`src/rtl/meas_point_fifo.sv`:
```
// Measurement-point FIFO: captures ch1/ch2 points through per-channel pending
// registers into a shared FIFO, drained by software over a 4-register Wishbone window.

module meas_point_pend #(
    parameter int PW = 26
) (
    input  logic          clk_i,
    input  logic          rst_ni,
    input  logic          flush,
    input  logic          rdy,
    input  logic          grant,
    input  logic [PW-1:0] pt,
    output logic          full,
    output logic [PW-1:0] data,
    output logic          drop
);
    // A grant frees the slot this cycle, so a same-cycle arrival still loads.
    always_ff @(posedge clk_i) begin
        if (!rst_ni || flush) begin
            full <= 1'b0;
            data <= '0;
        end else if (rdy && (!full || grant)) begin
            full <= 1'b1;
            data <= pt;
        end else if (grant) begin
            full <= 1'b0;
        end
    end

    assign drop = rdy & full & ~grant & ~flush;
endmodule

module meas_point_fifo #(
    parameter int DEPTH        = 16,
    parameter int D_CODE_WIDTH = 10,
    parameter int THR_WIDTH    = 16
) (
    input  logic                    clk_i,
    input  logic                    rst_ni,
    input  logic                    ch1_point_rdy_i,
    input  logic [D_CODE_WIDTH-1:0] ch1_d_code_i,
    input  logic [THR_WIDTH-1:0]    ch1_threshold_i,
    input  logic                    ch2_point_rdy_i,
    input  logic [D_CODE_WIDTH-1:0] ch2_d_code_i,
    input  logic [THR_WIDTH-1:0]    ch2_threshold_i,
    input  logic [31:0]             wb_dat_i,
    output logic [31:0]             wb_dat_o,
    input  logic [31:0]             wb_adr_i,
    input  logic                    wb_we_i,
    input  logic [3:0]              wb_sel_i,
    input  logic                    wb_cyc_i,
    input  logic                    wb_stb_i,
    output logic                    wb_ack_o,
    output logic                    irq_o
);
    localparam int AW  = $clog2(DEPTH);
    localparam int CW  = AW + 1;
    localparam int PW  = D_CODE_WIDTH + THR_WIDTH;
    localparam int NCH = 2;

    logic [NCH-1:0]         rdy, pend_full, gnt, drop;
    logic [NCH-1:0][PW-1:0] pt_in, pend_data;

    logic [31:0]   mem [DEPTH];
    logic [AW-1:0] wr_ptr, rd_ptr;
    logic [CW-1:0] count, count_nxt;
    logic          ovf, empty, full, can_push, push;
    logic [PW-1:0] push_data;
    logic [31:0]   entry;

    logic [1:0]  idx;
    logic        req, ack_set, rd, pop, ctl_wr, flush, ovf_clr;
    logic [31:0] rd_data;

    assign rdy   = {ch2_point_rdy_i, ch1_point_rdy_i};
    assign pt_in = {{ch2_d_code_i, ch2_threshold_i}, {ch1_d_code_i, ch1_threshold_i}};

    for (genvar c = 0; c < NCH; c++) begin : g_ch
        meas_point_pend #(.PW(PW)) u_pend (
            .clk_i  (clk_i),
            .rst_ni (rst_ni),
            .flush  (flush),
            .rdy    (rdy[c]),
            .grant  (gnt[c]),
            .pt     (pt_in[c]),
            .full   (pend_full[c]),
            .data   (pend_data[c]),
            .drop   (drop[c])
        );
    end

    // Fixed priority to ch1; ch2 wins the following cycle once ch1 drains.
    assign empty    = (count == '0);
    assign full     = (count == CW'(DEPTH));
    assign can_push = ~full & ~flush;
    assign gnt[0]   = pend_full[0] & can_push;
    assign gnt[1]   = pend_full[1] & can_push & ~pend_full[0];
    assign push     = |gnt;

    assign push_data = gnt[0] ? pend_data[0] : pend_data[1];
    assign entry     = {1'b1, ~gnt[0], 4'b0, 10'(push_data[PW-1:THR_WIDTH]),
                        16'(push_data[THR_WIDTH-1:0])};

    // Side effects fire only on the edge that raises ack.
    assign req     = wb_cyc_i & wb_stb_i;
    assign ack_set = req & ~wb_ack_o;
    assign idx     = wb_adr_i[3:2];
    assign rd      = ack_set & ~wb_we_i;
    assign pop     = rd & (idx == 2'd1) & ~empty;
    assign ctl_wr  = ack_set & wb_we_i & (idx == 2'd2) & wb_sel_i[0];
    assign flush   = ctl_wr & wb_dat_i[0];
    assign ovf_clr = ctl_wr & wb_dat_i[1];

    always_comb begin
        count_nxt = count;
        if (flush)
            count_nxt = '0;
        else if (push && !pop)
            count_nxt = count + 1'b1;
        else if (!push && pop)
            count_nxt = count - 1'b1;
    end

    always_comb begin
        rd_data = '0;
        case (idx)
            2'd0:    rd_data = {ovf, full, empty, 13'b0, 16'(count)};
            2'd1:    if (!empty) rd_data = mem[rd_ptr];
            default: rd_data = '0;
        endcase
    end

    always_ff @(posedge clk_i) begin
        if (push)
            mem[wr_ptr] <= entry;
    end

    always_ff @(posedge clk_i) begin
        if (!rst_ni) begin
            wr_ptr <= '0;
            rd_ptr <= '0;
            count  <= '0;
            ovf    <= 1'b0;
            irq_o  <= 1'b0;
        end else begin
            if (flush) begin
                wr_ptr <= '0;
                rd_ptr <= '0;
            end else begin
                if (push) wr_ptr <= wr_ptr + 1'b1;
                if (pop)  rd_ptr <= rd_ptr + 1'b1;
            end
            count <= count_nxt;
            irq_o <= (count_nxt != '0);
            if (ovf_clr)
                ovf <= 1'b0;
            else if (|drop)
                ovf <= 1'b1;
        end
    end

    always_ff @(posedge clk_i) begin
        if (!rst_ni) begin
            wb_ack_o <= 1'b0;
            wb_dat_o <= '0;
        end else begin
            wb_ack_o <= ack_set;
            wb_dat_o <= rd ? rd_data : '0;
        end
    end

    logic unused_ok;
    assign unused_ok = &{1'b0, wb_adr_i[31:4], wb_adr_i[1:0], wb_dat_i[31:2], wb_sel_i[3:1]};
endmodule

```
`config.mk`:
```
export PLATFORM = sky130hd
export DESIGN_NAME = meas_point_fifo
export DESIGN_NICKNAME = d
export VERILOG_FILES = /design/src/rtl/meas_point_fifo.sv
export SDC_FILE = /design/constraint.sdc
export NUM_CORES = 1
export LEC_CHECK = 0
export CAP_MARGIN = 20
export CORE_MARGIN = 5
export CORE_UTILIZATION = 60
export CTS_BUF_LIST = sky130_fd_sc_hd__clkbuf_16
export DETAILED_ROUTE_END_ITERATION = 12
export PLACE_DENSITY = 0.82
export SYNTH_ARGS = -nofsm -noshare
export SYNTH_HDL_FRONTEND = slang
export SYNTH_SLANG_ARGS = --single-unit
```
`constraint.sdc`:
```
create_clock -name clk_i -period 9.5 [get_ports clk_i]
set_input_delay 0.95 -clock clk_i [delete_from_list [all_inputs] [get_ports clk_i]]
set_output_delay 0.95 -clock clk_i [all_outputs]
set_load 0.02 [all_outputs]
```
==> results.ini <==
[grt]
grtUsageMet2_pct = 40.7
grt_pass1_wl_mm = 69.3
met3_usage_pct = 4.71
grt_pass1_vias = 11400
overflow = 0
top_usage_layer = met2
antenna_found_initial = 2
grt_max_degree = 70
grt_usage_pct = 24.4
met1_usage_pct = 33.2

[die]
rows = 67
io_pins = 161
fp.dieArea_um2 = 37800
die_w_um = 194
design.core.area_um2 = 33500
dieHeight_um = 194
start_util_pct = 60.8

[cts]
holdBufCountCts = 0
clk_path_buf_depth = 3
worstSkewPairLatency_ns = 0.56
path_clk_slew_ns = 0.06
cts_setup_buffers = 0
cts_tree = yes
cts_resized = 0
numClockSinks = 535
cts_root_buf = clkbuf_16
cts_buffers = 51
htree_levels = 2

[critical_path]
cp_slowest_stage_delay_ns = 0.90
crit_path_end_kind = flop
worst_r2r_path_depth = 8
timing.rr.end = mem[14][18]
regToRegSetupSlack_ns = 5.71
critical_path_class = flop to flop
startpoint = count[0]
crit_chain = inv_1, ha_1, nand4bb_1, o21ai_0, nor2_1, nand2_1, nor2_2, buf_4
required_ns = 9.73
start_kind = flop
path_max_fanout = 16
cp.arrival_ns = 4.02
slowest_stage = nor2_2
timing.rr.start = count[0]
crit_path_end = mem[14][18]

[yosys]
synth_area_leader_cell = edfxtp_1
synth_simple_gate_area_share_pct = 4.87
async_reset_ff_share_pct = 0
synth.avg_cell_area_um2 = 18.0
synth.area.top_cells = edfxtp_1 (64%), mux4_2 (13%), dfxtp_1 (10%)
synth_top_family_by_area = multiplexers
synth_top_area_share_pct = 63.6
ys_seq_area_share_pct = 73.7
synthXorXnorAreaFrac_pct = 0.343
synth_ff_type = edfxtp_1
yosys_warnings = 0
syn_inst = 1135
yosys_register_bits = 535
synthMuxAreaShare_pct = 15.1
synth_compound_area_share_pct = 3.82
synth-edff-count = 432
syn_area_um2 = 20400
ys_types = 48
synthMostInstantiatedCell = edfxtp_1
netlist_top_cells_count = edfxtp_1 (432), nand2_1 (120), mux4_2 (114), dfxtp_1 (103), a21oi_1 (61)
synthAdderAreaFrac_pct = 0.491

[power]
ir_drop_mv = 0.146
power_leakage_uw = 0.00761
powerDensity_nw_per_um2 = 201

[status]
status = complete, no violations

[cells_and_area]
nets = 1377
drive_gt1_share_pct = 19.9
regArea_um2 = 15000
antenna_cells = 0
fillers = 2015
multi_input_comb_area_um2 = 5090
syn_to_final_growth_pct = 14.9

[worst_hold_path]
hold_path_depth = 2
min_path_type = flop to flop

[route]
wl_per_cell_um = 26.3
drt_iter0_markers = 1113
ant_nets = 0
drc = 0
via_count = 10900
viasPerCell = 6.28
drt-total-wl_mm = 45.6
first_pass_iters = 5

[sta]
finalHoldViolCount = 0
fmax_mhz = 264
rsz0062_at_grt = no
tns_ns = 0
finalSetupViolations = 0
fin_crit_ns = 3.79
finalCritPeriodShare_pct = 39.9
drv_slew = 0
slew_headroom_pct = 26.2
worst_pin_slew_ns = 1.11
timing.hold.ws_ns = 0.450
finClkSkew_ns = 0.0180

[placement]
numPortBuffers = 94
dp_hpwl_mm = 24.7
gp_congestion = 0.773

[run]
cap_violations = 0

==> metal layers <==
metal	part of all wire, %	vias up
met5	0.059	-
met3	9.5	108
met4	2.9	4
li1	-	4673
met2	50	552
met1	37	5542
==> registers in the layout, summed over array words and instances, names as in the netlist, named ones only <==
name / flops
g_ch.u_pend.data: 52
irq_o: 1
count: 5
ovf: 1
rd_ptr: 4
g_ch.u_pend.full: 2
mem: 432
wr_ptr: 4
wb_ack_o: 1
wb_dat_o: 29
==> placed cells by master, fill, tap and decap left out, types with 6 or more instances in the layout <==
cell and instances:
a22oi_1 6, mux2i_1 21, mux2_2 26, nand2_1 119, mux4_2 114, clkinv_1 9
dfxtp_1 99, ha_1 8, nor2_1 24, a211oi_1 45, buf_4 28, inv_1 34
nor2b_1 22, a21oi_1 61, nor2_2 11, edfxtp_1 432, clkdlybuf4s50_1 94, clkbuf_16 53
==> cell families (layout without fill, tap and decap cells) <==
group | Yosys count | count (layout)
flops | 535 | 535
simple gates | 217 | 217
mux | 161 | 161
compound gates | 126 | 126
buf+inv | 79 | 226
fa+ha+maj | 8 | 8
xor+xnor | 8 | 8
other cells | 1 | 3
==> area by class of cell <==
class                   instances  share of cell area (%)
inverters                       9                   0.144
clock buffers                  53                    5.66
repair buffers                122                    4.91
flip-flops and latches        535                    64.2
multi-input cells             523                    21.7
well taps                     448                    2.39
clock inverters                42                   0.940
==> report_power, final <==
part,internal (µW),switching [µW],total (µW)
Sequential,2590,21.5,2610
Combinational,92.5,133,225
Clock,1050,821,1880
Total,3730,976,4710
==> worst max-delay path, delay by kind of cell, from the launching register on <==
kind | cells | cell delay (ns)
simple gates | 4 | 1.89
buf+inv | 2 | 0.63
flops | 1 | 0.45
fa+ha+maj | 1 | 0.27
compound gates | 1 | 0.22
==> worst min-delay path by stage <==
stage                                        end              startpoint
after floorplan           g_ch[1].u_pend.data[0]  g_ch[1].u_pend.data[0]
after global placement    g_ch[1].u_pend.data[0]  g_ch[1].u_pend.data[0]
after detailed placement  g_ch[0].u_pend.data[9]  g_ch[0].u_pend.data[9]
after CTS                 g_ch[0].u_pend.data[9]  g_ch[0].u_pend.data[9]
after global routing      g_ch[0].u_pend.data[9]  g_ch[0].u_pend.data[9]
final                     g_ch[0].u_pend.data[7]  g_ch[0].u_pend.data[7]
==> stage by stage <==
stage / setup WS, ns / util (%) / power, µW / instance area (µm²) / cells
after floorplan: 5.40 / - / 2790 / 20400 / 1137
after global placement: 5.35 / 65.3 / 2860 / 21900 / 1637
after detailed placement: 5.19 / 65.3 / 2880 / 21900 / 1637
after CTS: 5.74 / 69.9 / 4730 / 23400 / 1732
after global routing: 5.48 / 69.9 / 4860 / 23400 / 1732
final: 5.71 / 69.9 / 4710 / 23400 / 1732
(Power assumes the default switching activity.)
